**config.mk**
```make
export PLATFORM = sky130hd
export DESIGN_NAME = cipher_cfg_sequencer
export DESIGN_NICKNAME = d
export VERILOG_FILES = /design/src/rtl/cipher_cfg_sequencer.sv
export SDC_FILE = /design/constraint.sdc
export NUM_CORES = 1
export LEC_CHECK = 0
export CAP_MARGIN = 20
export CORE_UTILIZATION = 48
export CTS_CLUSTER_SIZE = 16
export DETAILED_ROUTE_END_ITERATION = 10
export PLACE_DENSITY = 0.77
export SYNTH_ARGS = -nofsm -noshare
export SYNTH_HDL_FRONTEND = slang
export SYNTH_SLANG_ARGS = --single-unit
```
**constraint.sdc**
```tcl
create_clock -name clk -period 2.05 [get_ports clk]
set_input_delay 0.3075 -clock clk [delete_from_list [all_inputs] [get_ports clk]]
set_output_delay 0.3075 -clock clk [all_outputs]
set_load 0.01 [all_outputs]
```
**src/rtl/cipher_cfg_sequencer.sv**
```systemverilog
`default_nettype none
// ============================================================================
// Module   : cipher_cfg_sequencer
// Purpose  : Loads a config word into the dual-XOR cipher core's serial chain
//            (capturing the previous chain contents), settles, gates the
//            TX/RX keystream enables and re-seeds the core after a
//            programmable number of enabled TX cycles.
// Revision : 1.0  initial release
// ============================================================================
module cipher_cfg_sequencer #(
  parameter int CFG_W      = 66,
  parameter int SETTLE_CYC = 2,
  parameter int REKEY_INT  = 0,
  parameter int CNT_W      = 24
) (
  input  logic             clk,
  input  logic             rst_n,
  input  logic             cfg_valid,
  input  logic [CFG_W-1:0] cfg_data,
  output logic             cfg_ready,
  input  logic             run_req,
  input  logic             tx_req,
  input  logic             rx_req,
  input  logic             cfg_o,
  output logic             cfg_en,
  output logic             cfg_i,
  output logic             tx_en,
  output logic             rx_en,
  output logic [CFG_W-1:0] rb_data,
  output logic             rb_valid,
  output logic             busy,
  output logic [7:0]       rekey_cnt
);

  localparam int BIT_W = $clog2(CFG_W + 1);
  localparam logic [CNT_W-1:0] C_CNT_MAX = {CNT_W{1'b1}};
  // Interval target clipped to the counter range, so the counter saturating
  // at all-ones still produces a hit.
  localparam logic [CNT_W-1:0] C_REKEY_TGT =
    (64'(REKEY_INT) > ((64'd1 << CNT_W) - 64'd1)) ? C_CNT_MAX : CNT_W'(REKEY_INT);
  localparam logic C_REKEY_ON = (REKEY_INT != 0);

  typedef enum logic [1:0] {
    S_IDLE   = 2'd0,
    S_SHIFT  = 2'd1,
    S_SETTLE = 2'd2,
    S_RUN    = 2'd3
  } state_t;

  state_t             state_q,     state_d;
  logic [CFG_W-1:0]   shadow_q,    shadow_d;
  // Holds the bits not yet presented on cfg_i (bit 0 is already on cfg_i).
  logic [CFG_W-2:0]   shift_q,     shift_d;
  // Holds readback bits captured so far; the last bit comes straight from cfg_o.
  logic [CFG_W-2:0]   rb_shift_q,  rb_shift_d;
  logic [BIT_W-1:0]   bit_cnt_q,   bit_cnt_d;
  logic [3:0]         settle_q,    settle_d;
  logic [CNT_W-1:0]   int_cnt_q,   int_cnt_d;
  logic [7:0]         rekey_q,     rekey_d;
  logic [CFG_W-1:0]   rb_data_q,   rb_data_d;
  logic               rb_valid_q,  rb_valid_d;
  logic               cfg_en_q,    cfg_en_d;
  logic               cfg_i_q,     cfg_i_d;
  logic               tx_en_q,     tx_en_d;
  logic               rx_en_q,     rx_en_d;
  logic               cfg_ready_q, cfg_ready_d;
  logic               busy_q,      busy_d;

  logic accept;
  logic hit;
  logic reload;
  logic en_gate;

  // State and datapath registers with synchronous active-low reset.
  always_ff @(posedge clk) begin
    if (!rst_n) begin
      state_q     <= S_IDLE;
      shadow_q    <= '0;
      shift_q     <= '0;
      rb_shift_q  <= '0;
      bit_cnt_q   <= '0;
      settle_q    <= '0;
      int_cnt_q   <= '0;
      rekey_q     <= '0;
      rb_data_q   <= '0;
      rb_valid_q  <= 1'b0;
      cfg_en_q    <= 1'b0;
      cfg_i_q     <= 1'b0;
      tx_en_q     <= 1'b0;
      rx_en_q     <= 1'b0;
      cfg_ready_q <= 1'b0;
      busy_q      <= 1'b0;
    end else begin
      state_q     <= state_d;
      shadow_q    <= shadow_d;
      shift_q     <= shift_d;
      rb_shift_q  <= rb_shift_d;
      bit_cnt_q   <= bit_cnt_d;
      settle_q    <= settle_d;
      int_cnt_q   <= int_cnt_d;
      rekey_q     <= rekey_d;
      rb_data_q   <= rb_data_d;
      rb_valid_q  <= rb_valid_d;
      cfg_en_q    <= cfg_en_d;
      cfg_i_q     <= cfg_i_d;
      tx_en_q     <= tx_en_d;
      rx_en_q     <= rx_en_d;
      cfg_ready_q <= cfg_ready_d;
      busy_q      <= busy_d;
    end
  end

  // Next-state, shift/readback datapath, rekey counting and output enables.
  always_comb begin
    state_d    = state_q;
    shadow_d   = shadow_q;
    shift_d    = shift_q;
    rb_shift_d = rb_shift_q;
    bit_cnt_d  = bit_cnt_q;
    settle_d   = settle_q;
    rekey_d    = rekey_q;
    rb_data_d  = rb_data_q;
    rb_valid_d = 1'b0;
    cfg_en_d   = 1'b0;
    cfg_i_d    = 1'b0;
    reload     = 1'b0;

    accept = cfg_valid & cfg_ready_q;
    hit    = C_REKEY_ON && (state_q == S_RUN) && (int_cnt_q >= C_REKEY_TGT);

    case (state_q)
      S_IDLE, S_RUN: begin
        if (accept) begin
          // A host word always beats a pending rekey.
          shadow_d  = cfg_data;
          shift_d   = cfg_data[CFG_W-1:1];
          cfg_i_d   = cfg_data[0];
          cfg_en_d  = 1'b1;
          bit_cnt_d = '0;
          state_d   = S_SHIFT;
        end else if (hit) begin
          reload    = 1'b1;
          shift_d   = shadow_q[CFG_W-1:1];
          cfg_i_d   = shadow_q[0];
          cfg_en_d  = 1'b1;
          bit_cnt_d = '0;
          state_d   = S_SHIFT;
          if (rekey_q != 8'hFF) rekey_d = rekey_q + 8'd1;
        end else if ((state_q == S_RUN) && !run_req) begin
          state_d = S_IDLE;
        end
      end
      S_SHIFT: begin
        if (bit_cnt_q == BIT_W'(CFG_W - 1)) begin
          rb_data_d  = {cfg_o, rb_shift_q};
          rb_valid_d = 1'b1;
          settle_d   = '0;
          state_d    = S_SETTLE;
        end else begin
          rb_shift_d = {cfg_o, rb_shift_q[CFG_W-2:1]};
          shift_d    = {1'b0, shift_q[CFG_W-2:1]};
          cfg_i_d    = shift_q[0];
          cfg_en_d   = 1'b1;
          bit_cnt_d  = bit_cnt_q + 1'b1;
        end
      end
      S_SETTLE: begin
        if (settle_q == 4'(SETTLE_CYC - 1)) begin
          state_d = run_req ? S_RUN : S_IDLE;
        end else begin
          settle_d = settle_q + 4'd1;
        end
      end
      default: state_d = S_IDLE;
    endcase

    if (accept || reload) begin
      int_cnt_d = '0;
    end else if (tx_en_q && (int_cnt_q != C_CNT_MAX)) begin
      int_cnt_d = int_cnt_q + 1'b1;
    end else begin
      int_cnt_d = int_cnt_q;
    end

    // Enables stop as soon as the interval is used up so the reload edge
    // follows exactly REKEY_INT enabled TX cycles.
    en_gate = C_REKEY_ON && (int_cnt_d >= C_REKEY_TGT);
    tx_en_d = (state_q == S_RUN) && (state_d == S_RUN) && run_req && tx_req && !en_gate;
    rx_en_d = (state_q == S_RUN) && (state_d == S_RUN) && run_req && rx_req && !en_gate;

    cfg_ready_d = (state_d == S_IDLE) || (state_d == S_RUN);
    busy_d      = (state_d == S_SHIFT) || (state_d == S_SETTLE);
  end

  assign cfg_ready = cfg_ready_q;
  assign cfg_en    = cfg_en_q;
  assign cfg_i     = cfg_i_q;
  assign tx_en     = tx_en_q;
  assign rx_en     = rx_en_q;
  assign rb_data   = rb_data_q;
  assign rb_valid  = rb_valid_q;
  assign busy      = busy_q;
  assign rekey_cnt = rekey_q;

endmodule
`default_nettype wire

```
==> flow_metrics.tcl <==
set metrics [dict create \
    num_vias 7315 \
    netlist_area_um2 8786 \
    fin_crit_sh_pct 97.77 \
    drc 0 \
    min_path_type "input port to register" \
    clockBufferDepth 3 \
    grt_usage_pct 20.36 \
    wl_met3_um 1166 \
    core.rowCount 49 \
    yosysSeqAreaShare_pct 49.22 \
    cts_tree "yes" \
    io_pins 154 \
    critPathLaunchType "register" \
    final_core_util_pct 63.11 \
    grt_pass1_wl_um 31680 \
    dr.pass1.iters 5 \
    synth_edf_count 0 \
    register_area_um2 4324 \
    ir_drop_mv 0.5850 \
    cap_violations 0 \
    period_minus_slack_ps 2004 \
    yosys_register_bits 216 \
    detail-route-antenna-nets 0 \
    coreArea_um2 17960 \
    gp_congestion 0.7878 \
    maxSlewViolCount 0 \
    outcome "finished clean" \
    final_hold_viol_count 0 \
    synth_flop_cell "dfxtp_1" \
    crit_required_ps 2450 \
    cts_buffers 22 \
    grt-ovfl-total 0 \
    setup_tns_ps 0 \
    clkSinkCount 216 \
    synthCells 1002 \
    clk_latency_ps 510 \
    ys_warn_count 0 \
    syn2layout_area_growth_pct 29.02 \
    wl_per_cell_um 14.47 \
    root_buffer "clkbuf_16" \
    die_area_um2 18850 \
    m1WireLength_um 9168 \
    grt_start_max_net_pins 77 \
    dpl.hpwl_um 12180 \
    routed_wl_um 19760 \
    start_util_pct 48.91 \
    finClkSkew_ps 17.67 \
    setup_violations 0 \
    die_width_um 137.3 \
    io_buffers 145 \
    clk_pin_slew_worst_paths_ps 60 \
    leakage_nw 3.752 \
    critPathMaxFanout 6 \
    nets 1203 \
    synth.avg_cell_area_um2 8.768 \
    topRoutingLayerUsed "met4" \
    synth.distinct_cells 45 \
    drt_iter0_markers 448 \
    antenna_found_initial 0 \
    rsz0062_at_grt "true" \
    wl_met2_um 9152 \
    fmax_mhz 498.9 \
    multiInputGateArea_um2 4105 \
    total_power_w 0.01132 \
    setup.worst_path.class "register to register" \
    fin_area_um2 11340 \
    first_global_vias 6756 \
    die_h_um 137.3 \
    place_area_um2 10590 \
    synthArstFlopShare_pct 0 \
    end_kind "register" \
    fillerInstances 1498 \
    n_antenna_cell 0 \
    powerDensity_nw_per_um2 998.5 \
    cp.arrival_ps 2400 \
    cts_htree_levels 1 \
    viasPerCell 5.359 \
    drive_above_1_share_pct 11.27 \
]
[power breakdown]
part | switching, W | total, W | internal [W]
clock | 0.00159 | 0.00383 | 0.00224
combinational | 0.00154 | 0.00272 | 0.00118
sequential | 0.000194 | 0.00476 | 0.00457
total | 0.00333 | 0.0113 | 0.00799
[cells by family (layout without fill, tap and decap cells)]
logic type,Yosys count,count (layout),synth area share (%)
and+or+nand+nor,317,317,14.74
other,1,8,0.04268
adders and majority gates,9,9,1.282
DFF,216,216,49.22
buffers and inverters,101,228,5.226
muxes,64,64,7.291
AOI/OAI and AO/OA,294,294,22.20
[worst max-delay path: stages (launching register included)]
cell	delay (ps)
dfxtp_1	350
or4b_4	600
nor3_4	350
buf_12	160
nor3_1	40
buf_4	170
a41o_1	230
[cells in the mapped netlist, types with 2 or more instances]
cell type  instances  area [um^2]
nand4_1            3        18.77
ha_1               9        112.6
buf_1              2        7.510
nor2_1             9        33.78
a31oi_1            2        12.51
nand2b_1           5        31.28
o21ai_0            4        20.02
a41o_1             2        20.02
nand2_1          270         1013
and2_1             3        18.77
nand3_1           11        55.05
a211oi_1          17        127.6
a32o_1             3        30.03
buf_6              5        56.30
mux2i_1           64        640.6
nor4_1             2        12.51
nor4b_1            2        17.52
dfxtp_1          216         4324
buf_2             10        50.05
nor3_1             3        15.01
clkbuf_1          64        240.2
a311oi_1           2        17.52
o21a_1             2        15.01
buf_4              8        60.06
a211oi_2          49        613.1
inv_1             11        41.29
o211ai_1           2        15.01
a21oi_1          203         1016
and3_1             3        18.77
[metrics by stage]
step                hold WS (ps)  std cells  setup slack (ps)
floorplan                  419.7       1009             68.04
global placement           442.7       1324             16.69
detailed placement         445.7       1324            -67.53
CTS                        327.2       1363             11.17
global route               364.2       1365            -46.06
finish                     340.7       1365             45.76
[flip-flops by register name, indices dropped and copies added (netlist names), 2 cells and up]
name,cells
rb_data,66
rb_shift_q,65
shift_q,65
bit_cnt_q,7
settle_q,4
state_q,2
[metal layers]
metal	up-vias	track usage, %
met2	190	34.01
met5	-	0
met3	24	3.091
met1	3434	27.62
li1	3667	-
met4	0	4.640
[final cells by class]
| type | count | area share [%] |
|---|---|---|
| Sequential cell | 216 | 38.15 |
| Multi-Input combinational cell | 692 | 36.21 |
| Timing Repair Buffer | 177 | 16.47 |
| Clock buffer | 35 | 5.905 |
| Tap cell | 229 | 2.528 |
| Inverter | 12 | 0.4415 |
| Clock inverter | 4 | 0.2980 |
[what timing repair did]
item                                    CTS  global route
endpoints found under the setup margin    9            17
resized for setup                         1             3
cloned                                    0             0
pin swaps                                 0             4
hold buffers                              0             0
buffers inserted                          0             2
[placed cells by master, fill, tap and decap left out, types with 2 or more instances in the layout]
master,count
clkinv_2,2
nand4_1,3
o21ai_0,4
buf_12,14
nor4_1,2
nor4b_1,2
clkbuf_8,7
buf_4,18
dfxtp_1,216
and2_1,3
o211ai_1,2
nand3_1,10
a21oi_1,201
inv_1,11
o21a_1,2
nor2_1,8
mux2i_1,64
a311oi_1,2
a31oi_1,2
conb_1,8
nor3_1,3
a211oi_2,50
nand2_1,270
o21ai_4,2
clkdlybuf4s50_1,145
and3_1,3
clkbuf_16,22
clkbuf_1,6
a41o_1,2
nand2b_1,5
a32o_1,3
ha_1,8
a211oi_1,16
[path summary, 6_finish.rpt]
check,from,end,slack (ps),cells past startpoint
setup reg to reg,bit_cnt_q[2],bit_cnt_q[2],50,6
hold / removal,rx_req,rx_en,340,3
setup / recovery,bit_cnt_q[2],bit_cnt_q[2],50,6
hold reg to reg,rb_shift_q[0],rb_data[0],450,2
Note: power is estimated with default switching activity, not from simulation.
==> patch (same flow settings) <==
Set the parameter `CFG_W` to 132 (it was 66).
--- a/src/rtl/cipher_cfg_sequencer.sv
+++ b/src/rtl/cipher_cfg_sequencer.sv
@@ -8,7 +8,7 @@
 // Revision : 1.0  initial release
 // ============================================================================
 module cipher_cfg_sequencer #(
-  parameter int CFG_W      = 66,
+  parameter int CFG_W      = 132,
   parameter int SETTLE_CYC = 2,
   parameter int REKEY_INT  = 0,
   parameter int CNT_W      = 24
Interface: changed (resized cfg_data and rb_data); port bits go from 154 to 286. The function was not compared with the original's and may differ.
==> patch against the unedited design <==
  * The run now ends with setup timing left
  * Setup slack worse by 0.13 ns
  * First-iteration DRC count rose by 120%
  * Wire length rose by 98%
  * Largest cell class unchanged
  * Via count increased by 86%
  * Sequential cell count increased by 199
  * Design area rose by 88%
  * Synthesized area rose by 81%
  * Total power up 96%
  * Count of clock-buffer cells in the layout rose by 30
==> patch: results <==
{
  "status": "complete, but fails checks",
  "violations": "setup timing",
  "synthMuxAreaShare_pct": 8.19,
  "nNetsFinal": 2261,
  "powerComb_w": 0.00513,
  "hp-start": "tx_req",
  "largest_reg_flops": 132,
  "place.gp.congestion": 0.820,
  "grt_pass1_wl_um": 60000,
  "whs_ns": 0.303,
  "first_global_vias": 12400,
  "r2r-start": "settle_q[1]",
  "grt_max_degree": 111,
  "powerDensity_nw_per_um2": 1040,
  "p_leak_nw": 7.16,
  "dp_hpwl_um": 23600,
  "finalSetupTns_ns": -0.294,
  "setup_viol": 4,
  "ir_drop_mv": 0.690,
  "dr_total_vias": 13600,
  "fin_skew_ns": 0.0326,
  "ys_types": 48,
  "synth-seq-area-share_pct": 52.3,
  "place_ws_ns": -0.0780,
  "pg_seq_w": 0.00920,
  "layout_setup_ws_ns": -0.0886,
  "port-buffer-count": 277,
  "syn_area_per_cell_um2": 8.51,
  "r2r_cells": 8,
  "dp.cells": 2497,
  "synth_compound_area_share_pct": 15.9
}
patch: cell types whose count changed in the layout (fill, tap and decap cells not counted), moves of 8 or more:
cell,change
clkdlybuf4s50_1,+132
a211oi_1,+78
a21oi_1,+70
buf_4,+18
nand2_1,+269
a211oi_2,-13
nor2_1,+127
dfxtp_1,+193
clkbuf_16,+29
mux2i_1,+66
inv_1,-8
patch: what timing repair did:
action                                  4_1_cts  5_1_grt
gates cloned                                  2        8
buffers inserted                              2        2
endpoints found under the setup margin       31      156
gates resized for setup                       6       68
pin swaps                                     2       15
patch: cell type report:
type,count,area [µm²]
Multi-Input combinational cell,1294,7140
Clock buffer,65,1260
Inverter,6,30.0
Clock inverter,11,165
Timing Repair Buffer,354,3890
Tap cell,442,553
Fill cell,2625,11200
Sequential cell,415,8320
patch: metal layers:
layer  vias to the layer above  part of all wire, %  global-route usage, %
li1                       6768                    -                      -
met1                      6398                   43                   27.2
met2                       404                   50                   36.7
met3                        61                  5.5                   4.18
met4                         0                  1.7                   5.93
met5                         -                    0                      0
